## src/rtl/mips_ctrl_pkg.sv

```systemverilog
// mips_ctrl_pkg
// Shared definitions for the ID/EX control path: MIPS opcode and funct
// encodings, ALU operation codes, and the control bundle carried from
// ID into EX. Also holds the R-type funct -> ALU op helper.
package mips_ctrl_pkg;

   // Opcodes (instr[31:26])
   localparam logic [5:0] OP_RTYPE = 6'h00;
   localparam logic [5:0] OP_J     = 6'h02;
   localparam logic [5:0] OP_BEQ   = 6'h04;
   localparam logic [5:0] OP_BNE   = 6'h05;
   localparam logic [5:0] OP_ADDI  = 6'h08;
   localparam logic [5:0] OP_LW    = 6'h23;
   localparam logic [5:0] OP_SW    = 6'h2b;

   // R-type funct codes (instr[5:0])
   localparam logic [5:0] FN_SLL = 6'h00;
   localparam logic [5:0] FN_SRL = 6'h02;
   localparam logic [5:0] FN_ADD = 6'h20;
   localparam logic [5:0] FN_SUB = 6'h22;
   localparam logic [5:0] FN_AND = 6'h24;
   localparam logic [5:0] FN_OR  = 6'h25;
   localparam logic [5:0] FN_SLT = 6'h2a;

   // ALU operation codes
   localparam logic [3:0] ALU_AND = 4'b0000;
   localparam logic [3:0] ALU_OR  = 4'b0001;
   localparam logic [3:0] ALU_ADD = 4'b0010;
   localparam logic [3:0] ALU_SLL = 4'b0100;
   localparam logic [3:0] ALU_SRL = 4'b0101;
   localparam logic [3:0] ALU_SUB = 4'b0110;
   localparam logic [3:0] ALU_SLT = 4'b0111;
   localparam logic [3:0] ALU_BAD = 4'b1111;

   // Control bundle, MSB first. An all-zero bundle is a bubble.
   typedef struct packed {
      logic       regdst;
      logic       alusrc;
      logic       memtoreg;
      logic       regwrite;
      logic       memwrite;
      logic       branch;
      logic       bne;
      logic       jump;
      logic [3:0] alu_ctrl;
   } ctrl_bundle_t;

   // R-type ALU op lookup; returns {illegal, alu_ctrl}.
   function automatic logic [4:0] r_alu(input logic [5:0] funct, input logic shift_en);
      logic [4:0] res;
      res = {1'b1, ALU_BAD};
      case (funct)
         FN_ADD: res = {1'b0, ALU_ADD};
         FN_SUB: res = {1'b0, ALU_SUB};
         FN_AND: res = {1'b0, ALU_AND};
         FN_OR:  res = {1'b0, ALU_OR};
         FN_SLT: res = {1'b0, ALU_SLT};
         FN_SLL: res = shift_en ? {1'b0, ALU_SLL} : {1'b1, ALU_BAD};
         FN_SRL: res = shift_en ? {1'b0, ALU_SRL} : {1'b1, ALU_BAD};
         default: res = {1'b1, ALU_BAD};
      endcase
      return res;
   endfunction

endpackage

```

## src/rtl/mips_ctrl_decode.sv

```systemverilog
// mips_ctrl_decode
// Purely combinational main + ALU control decoder.
// Ports:
//   opcode  in  6   instr[31:26]
//   funct   in  6   instr[5:0]
//   ctrl    out     decoded control bundle (alu_ctrl = ALU_BAD when illegal)
//   illegal out 1   unsupported opcode, or unsupported funct for R-type
//   uses_rt out 1   instruction reads rt as a source register
module mips_ctrl_decode
   import mips_ctrl_pkg::*;
#(
   parameter int ENABLE_SHIFT = 1,
   parameter int ENABLE_BNE   = 1
) (
   input  logic [5:0]   opcode,
   input  logic [5:0]   funct,
   output ctrl_bundle_t ctrl,
   output logic         illegal,
   output logic         uses_rt
);

   localparam logic SHIFT_EN = (ENABLE_SHIFT != 0);
   localparam logic BNE_EN   = (ENABLE_BNE != 0);

   logic [4:0] r_res;

   assign r_res = r_alu(funct, SHIFT_EN);

   always_comb begin
      ctrl    = '0;
      illegal = 1'b0;
      uses_rt = 1'b0;
      case (opcode)
         OP_RTYPE: begin
            // A bad funct keeps the R-type register-write bits; the
            // illegal flag is what downstream logic must act on.
            ctrl.regdst   = 1'b1;
            ctrl.regwrite = 1'b1;
            ctrl.alu_ctrl = r_res[3:0];
            illegal       = r_res[4];
            uses_rt       = 1'b1;
         end
         OP_LW: begin
            ctrl.alusrc   = 1'b1;
            ctrl.memtoreg = 1'b1;
            ctrl.regwrite = 1'b1;
            ctrl.alu_ctrl = ALU_ADD;
         end
         OP_SW: begin
            ctrl.alusrc   = 1'b1;
            ctrl.memwrite = 1'b1;
            ctrl.alu_ctrl = ALU_ADD;
            uses_rt       = 1'b1;
         end
         OP_BEQ: begin
            ctrl.branch   = 1'b1;
            ctrl.alu_ctrl = ALU_SUB;
            uses_rt       = 1'b1;
         end
         OP_BNE: begin
            // rt is treated as read even when bne is disabled: a
            // conservative extra stall on an illegal op is harmless.
            uses_rt = 1'b1;
            if (BNE_EN) begin
               ctrl.branch   = 1'b1;
               ctrl.bne      = 1'b1;
               ctrl.alu_ctrl = ALU_SUB;
            end else begin
               ctrl.alu_ctrl = ALU_BAD;
               illegal       = 1'b1;
            end
         end
         OP_ADDI: begin
            ctrl.alusrc   = 1'b1;
            ctrl.regwrite = 1'b1;
            ctrl.alu_ctrl = ALU_ADD;
         end
         OP_J: begin
            ctrl.jump = 1'b1;
         end
         default: begin
            ctrl.alu_ctrl = ALU_BAD;
            illegal       = 1'b1;
         end
      endcase
   end

endmodule

```

## src/rtl/id_ex_control_stage.sv

```systemverilog
// id_ex_control_stage
// Decodes the ID instruction, detects load-use hazards against the
// instruction in EX, inserts bubbles, honours EX flushes and registers the
// control bundle into the ID/EX pipeline register.
// Ports:
//   clk, rst_n              clock, synchronous active-low reset
//   if_id_instr/valid       instruction in ID and its valid bit
//   ex_flush                taken branch/jump in EX; squash ID
//   stall                   combinational: hold PC and IF/ID this cycle
//   id_ex_*                 registered ID/EX control bundle and reg fields
//   stall_count             saturating count of stall cycles
module id_ex_control_stage
   import mips_ctrl_pkg::*;
#(
   parameter int LOAD_USE_STALLS = 1,
   parameter int ENABLE_SHIFT    = 1,
   parameter int ENABLE_BNE      = 1,
   parameter int STALL_CNT_W     = 16
) (
   input  logic                   clk,
   input  logic                   rst_n,
   input  logic [31:0]            if_id_instr,
   input  logic                   if_id_valid,
   input  logic                   ex_flush,
   output logic                   stall,
   output logic                   id_ex_valid,
   output logic                   id_ex_regdst,
   output logic                   id_ex_alusrc,
   output logic                   id_ex_memtoreg,
   output logic                   id_ex_regwrite,
   output logic                   id_ex_memwrite,
   output logic                   id_ex_branch,
   output logic                   id_ex_bne,
   output logic                   id_ex_jump,
   output logic [3:0]             id_ex_alu_ctrl,
   output logic [4:0]             id_ex_rs,
   output logic [4:0]             id_ex_rt,
   output logic [4:0]             id_ex_rd,
   output logic                   id_ex_illegal,
   output logic [STALL_CNT_W-1:0] stall_count
);

   // Extra bubbles still owed after the hazard cycle itself (0 or 1).
   localparam logic STALL_LOAD = (LOAD_USE_STALLS >= 2);

   logic [5:0]       opcode;
   logic [5:0]       funct;
   logic [4:0]       rs;
   logic [4:0]       rt;
   logic [4:0]       rd;
   ctrl_bundle_t     dec_ctrl;
   logic             dec_illegal;
   logic             dec_uses_rt;
   logic             hz;
   logic             bubble;

   logic             stall_cnt_reg;
   logic             stall_cnt_next;
   logic             valid_reg;
   ctrl_bundle_t     ctrl_reg;
   logic             illegal_reg;
   logic [4:0]       rs_reg;
   logic [4:0]       rt_reg;
   logic [4:0]       rd_reg;
   logic [STALL_CNT_W-1:0] perf_reg;

   assign opcode = if_id_instr[31:26];
   assign rs     = if_id_instr[25:21];
   assign rt     = if_id_instr[20:16];
   assign rd     = if_id_instr[15:11];
   assign funct  = if_id_instr[5:0];

   mips_ctrl_decode #(
      .ENABLE_SHIFT (ENABLE_SHIFT),
      .ENABLE_BNE   (ENABLE_BNE)
   ) u_decode (
      .opcode  (opcode),
      .funct   (funct),
      .ctrl    (dec_ctrl),
      .illegal (dec_illegal),
      .uses_rt (dec_uses_rt)
   );

   // A load in EX whose destination is read by the ID instruction.
   // $zero never creates a dependency.
   assign hz = valid_reg & ctrl_reg.memtoreg & (rt_reg != 5'd0) & if_id_valid &
               ((rt_reg == rs) | (dec_uses_rt & (rt_reg == rt)));

   // A flush squashes the ID instruction, so there is nothing to hold.
   assign stall  = ~ex_flush & (hz | stall_cnt_reg);
   assign bubble = ex_flush | stall | ~if_id_valid;

   always_comb begin
      stall_cnt_next = stall_cnt_reg;
      if (ex_flush)
         stall_cnt_next = 1'b0;
      else if (hz)
         stall_cnt_next = STALL_LOAD;
      else if (stall_cnt_reg)
         stall_cnt_next = 1'b0;
   end

   always_ff @(posedge clk) begin
      if (!rst_n) begin
         stall_cnt_reg <= 1'b0;
         valid_reg     <= 1'b0;
         ctrl_reg      <= '0;
         illegal_reg   <= 1'b0;
         rs_reg        <= '0;
         rt_reg        <= '0;
         rd_reg        <= '0;
         perf_reg      <= '0;
      end else begin
         stall_cnt_reg <= stall_cnt_next;
         valid_reg     <= ~bubble;
         ctrl_reg      <= bubble ? '0 : dec_ctrl;
         illegal_reg   <= bubble ? 1'b0 : dec_illegal;
         // Register fields are captured even for bubbles; only valid and
         // the control bits decide whether EX acts on them.
         rs_reg        <= rs;
         rt_reg        <= rt;
         rd_reg        <= rd;
         if (stall && (perf_reg != {STALL_CNT_W{1'b1}}))
            perf_reg <= perf_reg + {{(STALL_CNT_W-1){1'b0}}, 1'b1};
      end
   end

   assign id_ex_valid    = valid_reg;
   assign id_ex_regdst   = ctrl_reg.regdst;
   assign id_ex_alusrc   = ctrl_reg.alusrc;
   assign id_ex_memtoreg = ctrl_reg.memtoreg;
   assign id_ex_regwrite = ctrl_reg.regwrite;
   assign id_ex_memwrite = ctrl_reg.memwrite;
   assign id_ex_branch   = ctrl_reg.branch;
   assign id_ex_bne      = ctrl_reg.bne;
   assign id_ex_jump     = ctrl_reg.jump;
   assign id_ex_alu_ctrl = ctrl_reg.alu_ctrl;
   assign id_ex_rs       = rs_reg;
   assign id_ex_rt       = rt_reg;
   assign id_ex_rd       = rd_reg;
   assign id_ex_illegal  = illegal_reg;
   assign stall_count    = perf_reg;

endmodule

```

## config.mk

```make
export PLATFORM = sky130hd
export DESIGN_NAME = id_ex_control_stage
export DESIGN_NICKNAME = d
export VERILOG_FILES = /design/src/rtl/mips_ctrl_pkg.sv /design/src/rtl/mips_ctrl_decode.sv /design/src/rtl/id_ex_control_stage.sv
export SDC_FILE = /design/constraint.sdc
export NUM_CORES = 1
export LEC_CHECK = 0
export ABC_CLOCK_PERIOD_IN_PS = 2000
export BUFFER_PORTS_ARGS = -buffer_cell sky130_fd_sc_hd__buf_2
export CAP_MARGIN = 20
export CORE_MARGIN = 2
export CORE_UTILIZATION = 30
export CTS_BUF_LIST = sky130_fd_sc_hd__clkbuf_16
export CTS_CLUSTER_SIZE = 20
export DETAILED_ROUTE_END_ITERATION = 8
export PLACE_DENSITY = 0.62
export SYNTH_ARGS = -nofsm -noshare
export SYNTH_HDL_FRONTEND = slang
export SYNTH_SLANG_ARGS = --single-unit
```

## constraint.sdc

```tcl
create_clock -name clk -period 2 [get_ports clk]
set_input_delay 0.4 -clock clk [delete_from_list [all_inputs] [get_ports clk]]
set_output_delay 0.4 -clock clk [all_outputs]
set_load 0.02 [all_outputs]
```

==> results.toml <==
[route]
avgRoutedWirePerCell_um = 13.4
drtIter0Drc = 49
via_count = 2087
drc_errors = 4
ant_nets = 0
firstDrtPassIters = 6
wirelength_um = 5640
viasPerCell = 4.95

[power_and_ir_drop]
intPower_w = 0.00148
ir_drop_mv = 0.281
p_clk_frac = 0.397
pwr-share-seq = 0.478
switchingPower_w = 0.000460
swShare = 0.237
combPwrFrac = 0.126
power.leakage_nw = 1.43
p_total_w = 0.00194
powerDensity_nw_per_um2 = 600

[clock_tree]
cts.path.max_buffers = 2
cts.sinks = 45
clock_latency_ps = 280
cts_tree = "built"
cts_inserted_buffers = 5
cts_root_buf = "clkbuf_16"
clkSlewWorstSetupHoldPaths_ps = 60
htree_levels = 2

[placement]
port_buffers = 76
place_ws_ps = -332
placed_cells_incl_taps = 400
place_congestion = 0.835
dp_hpwl_um = 3960

[flow_run]
max_cap_violations = 0

[grt]
top_usage_layer = "met2"
grt_pass1_wl_um = 8700
gr-total-overflow = 0
use_met2 = 0.261
antenna_found_initial = 0
grtUsageMet1 = 0.175
grt_pass1_vias = 1914
grt_use_met3 = 0.0395
grt_max_degree = 18
groute.usage.overall = 0.150

[synth]
synthFlopType = "dfxtp_1"
yosysSeqAreaShare = 0.448
avgSynthCellArea_sq_um = 9.30
syn-instance-count = 216
ys_seq_elements = 45
synth_top_area_share = 0.448
synthArstFlopShare = 0
ys_types = 50
synth.net_count = 253
synth_largest_area_cell = "dfxtp_1"
ys_warn_count = 0
synth_area_leaders = "dfxtp_1 (45%), and2_1 (5.3%), xnor2_1 (4.4%)"
synth_most_common_cell = "dfxtp_1"
synth_edf_count = 0
mappedNetlistArea_sq_um = 2010
synth_common_cells = "dfxtp_1 (45), and2_1 (17), a21oi_1 (13)"

[timing]
fmax_ghz = 0.417
setup_viol = 31
hold_viol_final = 0
final_max_slew_viol_count = 0
fin_crit_ps = 2400
max_slew.worst_pin.slew_ps = 469
worst_slack_ps = -397
finalSetupTns_ps = -5110
rsz0062_at_grt = "true"
finClkSkew_ps = 3.99
slew_headroom = 0.687
period_share = 1.20

[floorplanning]
pin_count = 82
die_h_um = 85.8
start_util = 0.313
dieArea_sq_um = 7370
rows = 29
die_w_um = 85.8
core-area_sq_um = 6420

[layout]
nets = 381
area_growth_pct = 61.2
final_util = 0.504
layout-drive-gt1-share = 0.510
fin_cells = 422
diodes = 0

[worst_setup_path]
path_max_fanout = 4
critPathLaunch = "id_ex_rt[1]"
path_buf_inv = 1
critPathLaunchType = "flip-flop"
r2r-start = "id_ex_rt[2]"
critPathTopFamily = "simple AND/OR/NAND/NOR gates"
worstPathRequired_ps = 1600
end_kind = "primary output"
crit_path_cell_trace = "xnor2_2 > nand4_1 > or3b_4 > a2111oi_4 > buf_4"
cpPeakStageDelay_ps = 440
arrival_ps = 2000
cp_slowest_cell = "a2111oi_4"
worstSetupPathType = "flip-flop to primary output"

[worst_hold_path]
holdCritStartpoint = "if_id_instr[11]"
min_path_type = "input port to flip-flop"

[run_status]
outcome = "finished with violations"
violations = "DRC, setup timing"
placed cells by master (no fill, tap or decap), drive strengths merged, types with 3 or more instances in the layout:
cell / instances
or4: 3
nor3: 8
nand2b: 5
mux2i: 4
o21ai: 10
or3: 7
xnor2: 10
inv: 5
nor2: 12
and4: 4
nand3: 8
nand3b: 3
nor4: 4
clkbuf: 5
buf: 129
a21oi: 13
nor4b: 3
nand2: 12
nand4: 7
and2: 17
dfxtp: 45
clkinv: 4
layout make-up:
type	count	area [sq um]
timing repair buffer	129	811
sequential	45	912
clock inverter	3	12.5
tap	77	96.3
inverter	6	22.5
clock buffer	5	125
fill	600	3180
multi-input combinational	157	1260
flip-flops by register name (all words and copies together), names as in the netlist, 4 cells and up:
register,cells
stall_count,16
id_ex_rs,5
id_ex_rt,5
id_ex_alu_ctrl,4
id_ex_rd,5
cell families (layout without fill, tap and decap cells):
| logic type | count (synthesis) | after routing | share of synthesized area |
|---|---|---|---|
| xor+xnor | 11 | 11 | 0.0479 |
| simple gates | 101 | 101 | 0.302 |
| fa+ha+maj | 2 | 2 | 0.0112 |
| mux | 4 | 4 | 0.0199 |
| buf+inv | 14 | 143 | 0.0318 |
| flops | 45 | 45 | 0.448 |
| compound gates | 39 | 39 | 0.139 |
metrics by stage:
step	cell area (sq um)	hold WS [ps]
CTS	3150	318
floorplan	2040	471
global route	3240	333
detailed placement	2750	504
finish	3240	322
global placement	2750	494
power groups by stage:
stage | Clock (W) | Sequential, W | Combinational [W]
floorplan | 0 | 0.000976 | 0.0000828
global placement | 0 | 0.000947 | 0.000209
detailed placement | 0 | 0.000947 | 0.000213
CTS | 0.000795 | 0.000928 | 0.000236
global route | 0.000834 | 0.000929 | 0.000264
finish | 0.000771 | 0.000928 | 0.000245
repair_timing:
action,in CTS,in global routing
pin swaps,18,12
setup endpoints to repair,23,31
hold buffers,0,0
endpoints found under the hold margin,0,0
cloned,0,0
buffers inserted,22,0
resized for setup,35,20
worst paths after layout:
path                     endpoint  slack, ps  cells past startpoint
setup / recovery            stall       -400                      5
hold / removal        id_ex_rd[0]        320                      2
setup reg to reg   stall_count[0]       -290                     11
hold reg to reg   stall_count[12]        510                      2
routing by layer:
metal	up-vias	share of wire
li1	1039	-
met3	9	0.064
met5	-	0
met1	975	0.41
met2	64	0.51
met4	0	0.015
(Power assumes the default switching activity.)
